<file path="config.mk">
export PLATFORM = sky130hd
export DESIGN_NAME = hazard_ctrl_flat
export DESIGN_NICKNAME = d
export VERILOG_FILES = /design/src/rtl/hazard_ctrl_pkg.sv /design/src/rtl/hazard_ctrl_if.sv /design/src/rtl/hazard_ctrl_sb_entry.sv /design/src/rtl/hazard_ctrl.sv /design/src/flat_wrapper.sv
export SDC_FILE = /design/constraint.sdc
export NUM_CORES = 1
export LEC_CHECK = 0
export CAP_MARGIN = 5
export CELL_PAD_IN_SITES_DETAIL_PLACEMENT = 0
export CELL_PAD_IN_SITES_GLOBAL_PLACEMENT = 2
export CORE_ASPECT_RATIO = 1.5
export CORE_MARGIN = 10
export CORE_UTILIZATION = 32
export CTS_CLUSTER_SIZE = 12
export DETAILED_ROUTE_END_ITERATION = 12
export GPL_ROUTABILITY_DRIVEN = 0
export GPL_TIMING_DRIVEN = 0
export PLACE_DENSITY_LB_ADDON = 0.08
export SLEW_MARGIN = 10
export SYNTH_ARGS = -nofsm -noshare
export SYNTH_HDL_FRONTEND = slang
export SYNTH_SLANG_ARGS = --single-unit
</file>
<file path="constraint.sdc">
create_clock -name i_clk -period 2.6 [get_ports i_clk]
set_clock_uncertainty 0.15 [all_clocks]
set_input_delay 0.52 -clock i_clk [delete_from_list [all_inputs] [get_ports i_clk]]
set_output_delay 0.52 -clock i_clk [all_outputs]
set_load 0.02 [all_outputs]
</file>
<file path="src/rtl/hazard_ctrl_pkg.sv">
// Shared types and encodings for the pipeline hazard controller.
// Contents:
//   reg_idx_t / fwd_sel_t : register-number and forwarding-select types
//   FWD_*                 : EX operand source encodings
//   sb_entry_t / SB_NOP   : scoreboard entry layout and the bubble (NOP) value
//   fwd_pick()            : youngest-first forwarding priority
package hazard_ctrl_pkg;

    localparam int unsigned REG_W = 5;
    localparam int unsigned FWD_W = 2;

    typedef logic [REG_W-1:0] reg_idx_t;
    typedef logic [FWD_W-1:0] fwd_sel_t;

    // EX operand sources
    localparam fwd_sel_t FWD_RF = 2'b00;  // register file
    localparam fwd_sel_t FWD_EM = 2'b01;  // RD_VAL_EM
    localparam fwd_sel_t FWD_MW = 2'b10;  // RD_VAL_MW
    localparam fwd_sel_t FWD_WB = 2'b11;  // WE_RD_VAL, written one cycle earlier

    typedef struct packed {
        logic     v;
        reg_idx_t rd;
        logic     we;
        logic     ld;
    } sb_entry_t;

    // A bubble in DE is a NOP: IALU=0, RD=0, nothing written.
    localparam sb_entry_t SB_NOP = '{v: 1'b0, rd: '0, we: 1'b0, ld: 1'b0};

    // Youngest producer wins: DE occupant, then EM, then MW.
    function automatic fwd_sel_t fwd_pick(input logic hit_de, input logic hit_em,
                                          input logic hit_mw);
        if (hit_de) return FWD_EM;
        if (hit_em) return FWD_MW;
        if (hit_mw) return FWD_WB;
        return FWD_RF;
    endfunction

endpackage

</file>
<file path="src/rtl/hazard_ctrl_if.sv">
// ID-stage hazard query and pipeline control bundle.
//   master : pipeline side, drives the ID instruction info and EX redirect
//   slave  : hazard controller, returns stall/flush/bubble and forwarding selects
interface hazard_ctrl_if;
    import hazard_ctrl_pkg::*;

    logic     id_valid;
    reg_idx_t id_rs1;
    reg_idx_t id_rs2;
    logic     id_use_rs1;
    logic     id_use_rs2;
    reg_idx_t id_rd;
    logic     id_we;
    logic     id_is_load;
    logic     ex_redirect;

    logic     stall_pc;
    logic     stall_fd;
    logic     bubble_de;
    logic     flush_fd;
    fwd_sel_t fwd_a_sel;
    fwd_sel_t fwd_b_sel;

    modport master (
        output id_valid, id_rs1, id_rs2, id_use_rs1, id_use_rs2, id_rd, id_we, id_is_load,
        output ex_redirect,
        input  stall_pc, stall_fd, bubble_de, flush_fd, fwd_a_sel, fwd_b_sel
    );

    modport slave (
        input  id_valid, id_rs1, id_rs2, id_use_rs1, id_use_rs2, id_rd, id_we, id_is_load,
        input  ex_redirect,
        output stall_pc, stall_fd, bubble_de, flush_fd, fwd_a_sel, fwd_b_sel
    );

endinterface

</file>
<file path="src/rtl/hazard_ctrl_sb_entry.sv">
// One scoreboard entry: registers a {v, rd, we, ld} record every clock and
// compares it against the two ID source registers.
//   i_clk, i_rstn      : clock, async active-low reset (entry goes invalid)
//   i_d                : next entry value
//   i_rs_a / i_use_a   : operand A source and "source is really read" qualifier
//   i_rs_b / i_use_b   : operand B likewise
//   o_q                : current entry (feeds the next-older stage)
//   o_hit_a / o_hit_b  : entry will write the register operand A / B reads
module hazard_ctrl_sb_entry
    import hazard_ctrl_pkg::*;
(
    input  logic      i_clk,
    input  logic      i_rstn,
    input  sb_entry_t i_d,
    input  reg_idx_t  i_rs_a,
    input  logic      i_use_a,
    input  reg_idx_t  i_rs_b,
    input  logic      i_use_b,
    output sb_entry_t o_q,
    output logic      o_hit_a,
    output logic      o_hit_b
);

    sb_entry_t r_q;

    always_ff @(posedge i_clk or negedge i_rstn) begin
        if (!i_rstn) begin
            r_q <= SB_NOP;
        end else begin
            r_q <= i_d;
        end
    end

    // x0 is hardwired, so it never matches regardless of what is in flight.
    assign o_hit_a = i_use_a & r_q.v & r_q.we & (r_q.rd == i_rs_a) & (i_rs_a != '0);
    assign o_hit_b = i_use_b & r_q.v & r_q.we & (r_q.rd == i_rs_b) & (i_rs_b != '0);
    assign o_q     = r_q;

endmodule

</file>
<file path="src/rtl/hazard_ctrl.sv">
// Interlock and forwarding controller for the 5-stage RV32I pipeline.
// Tracks destination registers in flight in DE/EM/MW and from that drives
// PC/FD stalls, the DE bubble, the FD flush, registered EX forwarding selects
// and saturating stall/flush event counters.
//   i_clk, i_rstn : clock, async active-low reset
//   hz            : ID query / pipeline control bundle (slave side)
//   o_stall_cnt   : cycles stalled on a data hazard (saturating)
//   o_flush_cnt   : EX redirect cycles (saturating)
// FWD_EN = 0 builds an interlock-only variant: stall until the producer has
// left MW, forwarding selects stay at the register file.
module hazard_ctrl
    import hazard_ctrl_pkg::*;
#(
    parameter bit          FWD_EN = 1'b1,
    parameter int unsigned CNT_W  = 32
) (
    input  logic             i_clk,
    input  logic             i_rstn,
    hazard_ctrl_if.slave     hz,
    output logic [CNT_W-1:0] o_stall_cnt,
    output logic [CNT_W-1:0] o_flush_cnt
);

    localparam logic [CNT_W-1:0] CNT_MAX = '1;

    sb_entry_t w_sb_in;
    sb_entry_t w_sb_de;
    sb_entry_t w_sb_em;
    sb_entry_t w_sb_mw;

    logic w_use_a;
    logic w_use_b;
    logic w_hit_a_de, w_hit_b_de;
    logic w_hit_a_em, w_hit_b_em;
    logic w_hit_a_mw, w_hit_b_mw;
    logic w_lu_de;
    logic w_lu_any;
    logic w_lu;
    logic w_stall_pc;
    logic w_stall_fd;
    logic w_bubble;
    logic w_flush_fd;
    logic w_unused_mw;

    fwd_sel_t         r_fwd_a;
    fwd_sel_t         r_fwd_b;
    logic [CNT_W-1:0] r_stall_cnt;
    logic [CNT_W-1:0] r_flush_cnt;

    assign w_use_a = hz.id_valid & hz.id_use_rs1;
    assign w_use_b = hz.id_valid & hz.id_use_rs2;

    // Next DE entry: the ID instruction, or a NOP when it is held back/killed.
    always_comb begin
        w_sb_in = SB_NOP;
        if (!w_bubble) begin
            w_sb_in.v  = hz.id_valid & hz.id_we & (hz.id_rd != '0);
            w_sb_in.rd = hz.id_rd;
            w_sb_in.we = hz.id_we;
            w_sb_in.ld = hz.id_is_load;
        end
    end

    hazard_ctrl_sb_entry u_sb_de (
        .i_clk   (i_clk),
        .i_rstn  (i_rstn),
        .i_d     (w_sb_in),
        .i_rs_a  (hz.id_rs1),
        .i_use_a (w_use_a),
        .i_rs_b  (hz.id_rs2),
        .i_use_b (w_use_b),
        .o_q     (w_sb_de),
        .o_hit_a (w_hit_a_de),
        .o_hit_b (w_hit_b_de)
    );

    hazard_ctrl_sb_entry u_sb_em (
        .i_clk   (i_clk),
        .i_rstn  (i_rstn),
        .i_d     (w_sb_de),
        .i_rs_a  (hz.id_rs1),
        .i_use_a (w_use_a),
        .i_rs_b  (hz.id_rs2),
        .i_use_b (w_use_b),
        .o_q     (w_sb_em),
        .o_hit_a (w_hit_a_em),
        .o_hit_b (w_hit_b_em)
    );

    hazard_ctrl_sb_entry u_sb_mw (
        .i_clk   (i_clk),
        .i_rstn  (i_rstn),
        .i_d     (w_sb_em),
        .i_rs_a  (hz.id_rs1),
        .i_use_a (w_use_a),
        .i_rs_b  (hz.id_rs2),
        .i_use_b (w_use_b),
        .o_q     (w_sb_mw),
        .o_hit_a (w_hit_a_mw),
        .o_hit_b (w_hit_b_mw)
    );

    // The oldest entry retires after MW; only its match outputs matter.
    assign w_unused_mw = ^w_sb_mw;

    // With forwarding, only a load still in DE cannot be bypassed in time.
    assign w_lu_de  = (w_hit_a_de | w_hit_b_de) & w_sb_de.ld;
    assign w_lu_any = w_hit_a_de | w_hit_b_de | w_hit_a_em | w_hit_b_em |
                      w_hit_a_mw | w_hit_b_mw;
    assign w_lu     = FWD_EN ? w_lu_de : w_lu_any;

    // A redirect beats a stall: the stalled instruction is on the wrong path.
    always_comb begin
        w_stall_pc = 1'b0;
        w_stall_fd = 1'b0;
        w_bubble   = 1'b0;
        w_flush_fd = 1'b0;
        if (hz.ex_redirect) begin
            w_flush_fd = 1'b1;
            w_bubble   = 1'b1;
        end else if (w_lu) begin
            w_stall_pc = 1'b1;
            w_stall_fd = 1'b1;
            w_bubble   = 1'b1;
        end
    end

    // Selects are captured as the consumer enters DE so they hold for its EX cycle.
    always_ff @(posedge i_clk or negedge i_rstn) begin
        if (!i_rstn) begin
            r_fwd_a <= FWD_RF;
            r_fwd_b <= FWD_RF;
        end else if (!FWD_EN || w_bubble) begin
            r_fwd_a <= FWD_RF;
            r_fwd_b <= FWD_RF;
        end else begin
            r_fwd_a <= fwd_pick(w_hit_a_de, w_hit_a_em, w_hit_a_mw);
            r_fwd_b <= fwd_pick(w_hit_b_de, w_hit_b_em, w_hit_b_mw);
        end
    end

    always_ff @(posedge i_clk or negedge i_rstn) begin
        if (!i_rstn) begin
            r_stall_cnt <= '0;
            r_flush_cnt <= '0;
        end else begin
            if (w_lu && !hz.ex_redirect && (r_stall_cnt != CNT_MAX)) begin
                r_stall_cnt <= r_stall_cnt + CNT_W'(1);
            end
            if (hz.ex_redirect && (r_flush_cnt != CNT_MAX)) begin
                r_flush_cnt <= r_flush_cnt + CNT_W'(1);
            end
        end
    end

    assign hz.stall_pc  = w_stall_pc;
    assign hz.stall_fd  = w_stall_fd;
    assign hz.bubble_de = w_bubble;
    assign hz.flush_fd  = w_flush_fd;
    assign hz.fwd_a_sel = r_fwd_a;
    assign hz.fwd_b_sel = r_fwd_b;
    assign o_stall_cnt  = r_stall_cnt;
    assign o_flush_cnt  = r_flush_cnt;

endmodule

</file>
<file path="src/flat_wrapper.sv">
// flat-port wrapper written by rule: the top's interface ports become plain ports
module hazard_ctrl_flat import hazard_ctrl_pkg::*;
#(
    parameter bit          FWD_EN = 1'b1,
    parameter int unsigned CNT_W  = 32
)
  (i_clk, i_rstn, o_stall_cnt, o_flush_cnt, hz_id_valid, hz_id_rs1, hz_id_rs2, hz_id_use_rs1, hz_id_use_rs2, hz_id_rd, hz_id_we, hz_id_is_load, hz_ex_redirect, hz_stall_pc, hz_stall_fd, hz_bubble_de, hz_flush_fd, hz_fwd_a_sel, hz_fwd_b_sel);
  hazard_ctrl_if hz_i ();
  input  logic i_clk;
  input  logic i_rstn;
  output logic [CNT_W-1:0] o_stall_cnt;
  output logic [CNT_W-1:0] o_flush_cnt;
  input wire logic [$bits(hz_i.id_valid)-1:0] hz_id_valid;
  input wire logic [$bits(hz_i.id_rs1)-1:0] hz_id_rs1;
  input wire logic [$bits(hz_i.id_rs2)-1:0] hz_id_rs2;
  input wire logic [$bits(hz_i.id_use_rs1)-1:0] hz_id_use_rs1;
  input wire logic [$bits(hz_i.id_use_rs2)-1:0] hz_id_use_rs2;
  input wire logic [$bits(hz_i.id_rd)-1:0] hz_id_rd;
  input wire logic [$bits(hz_i.id_we)-1:0] hz_id_we;
  input wire logic [$bits(hz_i.id_is_load)-1:0] hz_id_is_load;
  input wire logic [$bits(hz_i.ex_redirect)-1:0] hz_ex_redirect;
  output wire logic [$bits(hz_i.stall_pc)-1:0] hz_stall_pc;
  output wire logic [$bits(hz_i.stall_fd)-1:0] hz_stall_fd;
  output wire logic [$bits(hz_i.bubble_de)-1:0] hz_bubble_de;
  output wire logic [$bits(hz_i.flush_fd)-1:0] hz_flush_fd;
  output wire logic [$bits(hz_i.fwd_a_sel)-1:0] hz_fwd_a_sel;
  output wire logic [$bits(hz_i.fwd_b_sel)-1:0] hz_fwd_b_sel;
  assign hz_i.id_valid = hz_id_valid;
  assign hz_i.id_rs1 = hz_id_rs1;
  assign hz_i.id_rs2 = hz_id_rs2;
  assign hz_i.id_use_rs1 = hz_id_use_rs1;
  assign hz_i.id_use_rs2 = hz_id_use_rs2;
  assign hz_i.id_rd = hz_id_rd;
  assign hz_i.id_we = hz_id_we;
  assign hz_i.id_is_load = hz_id_is_load;
  assign hz_i.ex_redirect = hz_ex_redirect;
  assign hz_stall_pc = hz_i.stall_pc;
  assign hz_stall_fd = hz_i.stall_fd;
  assign hz_bubble_de = hz_i.bubble_de;
  assign hz_flush_fd = hz_i.flush_fd;
  assign hz_fwd_a_sel = hz_i.fwd_a_sel;
  assign hz_fwd_b_sel = hz_i.fwd_b_sel;
  hazard_ctrl #(.FWD_EN(FWD_EN), .CNT_W(CNT_W)) u_core (.i_clk(i_clk), .i_rstn(i_rstn), .hz(hz_i), .o_stall_cnt(o_stall_cnt), .o_flush_cnt(o_flush_cnt));
endmodule
</file>
==> flow_summary.yaml <==
run_status:
  status: "finished, violations left"
  violations: "negative setup slack"
drt:
  wl_met3_um: 889
  wl_per_cell_um: 16.8
  drt_iter0_markers: 122
  wirelength_mm: 11.7
  antenna_left: 0
  vias: 3408
  drc_errors: 0
  post_drt_via_cell_ratio: 4.91
  firstDrtPassIters: 4
  routedLengthMet1_mm: 4.61
  dr.max_layer_used: "met4"
  wl_met2_mm: 6.03
grt:
  grt_max_degree: 57
  grt_pass1_wl_mm: 18.9
  first_global_vias: 3588
  grt_util_all_layers_pct: 12.8
  overflow: 0
  antenna_found_initial: 0
yosys:
  yosys.area.top_type: "dfrtp_1"
  synth_top_family_by_area: "simple AND/OR/NAND/NOR gates"
  syn-cell-area_um2: 4280
  synth-edff-count: 0
  synthesis.nets: 422
  synth_warnings: 0
  synthMuxAreaShare_pct: 1.05
  yosys.area.top_type_share_pct: 52.6
  synthXorXnorAreaFrac_pct: 17.8
  synth_fa_ha_area_share_pct: 0.585
  ys_ff_latch: 90
  avgSynthCellArea_um2: 10.8
  synth-main-ff-cell: "dfrtp_1"
  yosysSeqAreaShare_pct: 52.6
  synth_compound_area_share_pct: 3.83
  synth_cells: 397
  yosysUniqueCellTypes: 41
  netlist_top_cells_area: "dfrtp_1 (53%), xor2_1 (9.4%), xnor2_1 (8.4%)"
  yosys.area_share.simple_pct: 22.5
  synthArstFlopShare_pct: 100
final_layout:
  mostFrequentLayoutCells: "dfrtp_1 (90), clkdlybuf4s50_1 (78), xor2_1 (46)"
  layout_commonest_cell: "dfrtp_1"
  fill_cells: 1273
  drive_gt1_share_pct: 17.0
  num-nets-final: 555
  design_area_um2: 6040
  syn_to_final_growth_pct: 41.0
  diodes: 0
clock_tree:
  cts_tree: "built"
  clk_pin_slew_ns: 0.07
  cts_buffers: 9
  cts.sinks: 90
  clk-insertion-delay-late_ns: 0.34
  cts_hold_buffers: 0
  clockRootBuffer: "clkbuf_16"
  cts_buffer_depth: 2
  htree_levels: 3
sta:
  setup_ws_ns: -0.270
  setup-violations-final: 4
  relSlewSlack_pct: 50.5
  timing.final.crit_share_pct: 110
  hold_viol_final: 0
  fin_crit_ns: 2.87
  holdWs_ns: 0.0800
  max_freq_mhz: 348
  slew_viol_final: 0
  rsz0062_at_grt: "true"
  worst_slew_pin_slew_ns: 0.743
placement:
  pre_cts_slack_ns: -1.32
  portBuffers: 94
  place_hpwl_mm: 8.64
  place_area_um2: 5440
setup_path:
  critPathCapture: "hz_bubble_de"
  worstReg2RegStart: "u_core.u_sb_de.o_q[2]"
  rr_worst_depth: 10
  crit_path_max_fanout: 2
  start_kind: "flop"
  worstPathRequired_ns: 1.93
  startpoint: "u_core.u_sb_de.o_q[2]"
  rr_endpoint: "u_core.o_stall_cnt[30]"
  end_kind: "output port"
  critPathKind: "flop to output port"
  rrSetupSlack_ns: -0.05
  critPathArrivalTime_ns: 2.20
power_and_ir_drop:
  pwr_density_cell_nw_per_um2: 551
  ir_drop_uv: 309
  p_leak_nw: 2.64
floorplan:
  fp.dieW_um: 114
  fp-row-count: 51
  initial_utilization_pct: 32.7
  die_h_um: 162
  die_area_um2: 18500
  io_pins: 95
  core-area_um2: 13100
job:
  drv_cap: 0
min_path:
  hold_class: "input port to async pin"
==> registers in the layout, indices dropped and copies added, names as in the netlist <==
name                 cells
u_core.o_flush_cnt      32
u_core.o_stall_cnt      32
u_core.u_sb_de.o_q       8
u_core.u_sb_em.o_q       7
u_core.u_sb_mw.o_q       7
u_core.hz.fwd_a_sel      2
u_core.hz.fwd_b_sel      2
==> how the worst min path moves through the flow <==
stage,start,to,slack [ns]
floorplan,i_rstn,u_core.hz.fwd_a_sel[0],0.07
global placement,u_core.u_sb_em.o_q[1],u_core.u_sb_mw.o_q[1],0.21
detailed placement,u_core.u_sb_de.o_q[7],u_core.u_sb_em.o_q[7],0.21
CTS,i_rstn,u_core.o_stall_cnt[12],0.12
global route,i_rstn,u_core.o_stall_cnt[10],0.14
finish,i_rstn,u_core.o_stall_cnt[10],0.08
==> area by class of cell <==
class | count | area [um^2] | share of cell area, %
Buffer | 3 | 26.3 | 0.435
Timing Repair Buffer | 122 | 1140 | 18.9
Clock inverter | 5 | 52.6 | 0.871
Sequential cell | 90 | 2250 | 37.3
Inverter | 11 | 41.3 | 0.684
Tap cell | 159 | 199 | 3.30
Multi-Input combinational cell | 293 | 2070 | 34.3
Clock buffer | 11 | 253 | 4.19
==> timing repair <==
item / 4_1_cts / 5_1_grt
gates resized for setup: 63 / 14
endpoints found under the setup margin: 36 / 12
pin swaps: 15 / 6
setup buffers: 20 / 7
==> worst max-delay path: stages, from the launching register on <==
cell and delay [ns]:
dfrtp_1 0.40, xnor2_2 0.16, nand4_1 0.21, buf_4 0.20, or4_4 0.54, nand2_4 0.09, a21oi_4 0.06, inv_2 0.09
buf_6 0.12
==> synth_stat cells, types with 4 or more instances <==
| library cell | instances |
|---|---|
| a21oi_1 | 5 |
| and2_1 | 13 |
| and3_1 | 8 |
| dfrtp_1 | 90 |
| inv_1 | 10 |
| nand2_1 | 26 |
| nand2b_1 | 4 |
| nand3_1 | 33 |
| nand4_1 | 24 |
| nor2_1 | 32 |
| nor3_1 | 17 |
| nor4_1 | 9 |
| xnor2_1 | 41 |
| xor2_1 | 46 |
==> per-layer routing <==
metal  GRT usage [%]  vias to the layer above
li1                -                     1646
met3            4.31                        7
met2            21.7                       96
met4            4.29                        0
met1            14.6                     1659
met5               0                        -
==> kinds of logic after synthesis <==
logic type / after synthesis
AO/OA/AOI/OAI: 18
multiplexers: 4
flip-flops: 90
XOR/XNOR: 87
buffers and inverters: 14
adder cells (fa/ha/maj): 2
AND/OR/NAND/NOR: 182
==> power by group <==
group	switching [mW]	internal, mW	total, mW
clock	0.543	0.793	1.34
sequential	0.0933	1.47	1.56
combinational	0.218	0.210	0.428
total	0.854	2.47	3.33
==> stage by stage <==
step | instances | utilization [%] | power, mW | TNS [ns]
6_report | 694 | 46.1 | 3.33 | -0.481
5_1_grt | 694 | 46.1 | 3.49 | -1.26
4_1_cts | 687 | 45.3 | 3.38 | -0.462
3_5_place_dp | 651 | 41.6 | 2.01 | -23.22
3_3_place_gp | 650 | 41.4 | 2.00 | -263.22
2_1_floorplan | 397 | - | 1.76 | 0
(Power assumes the default switching activity.)
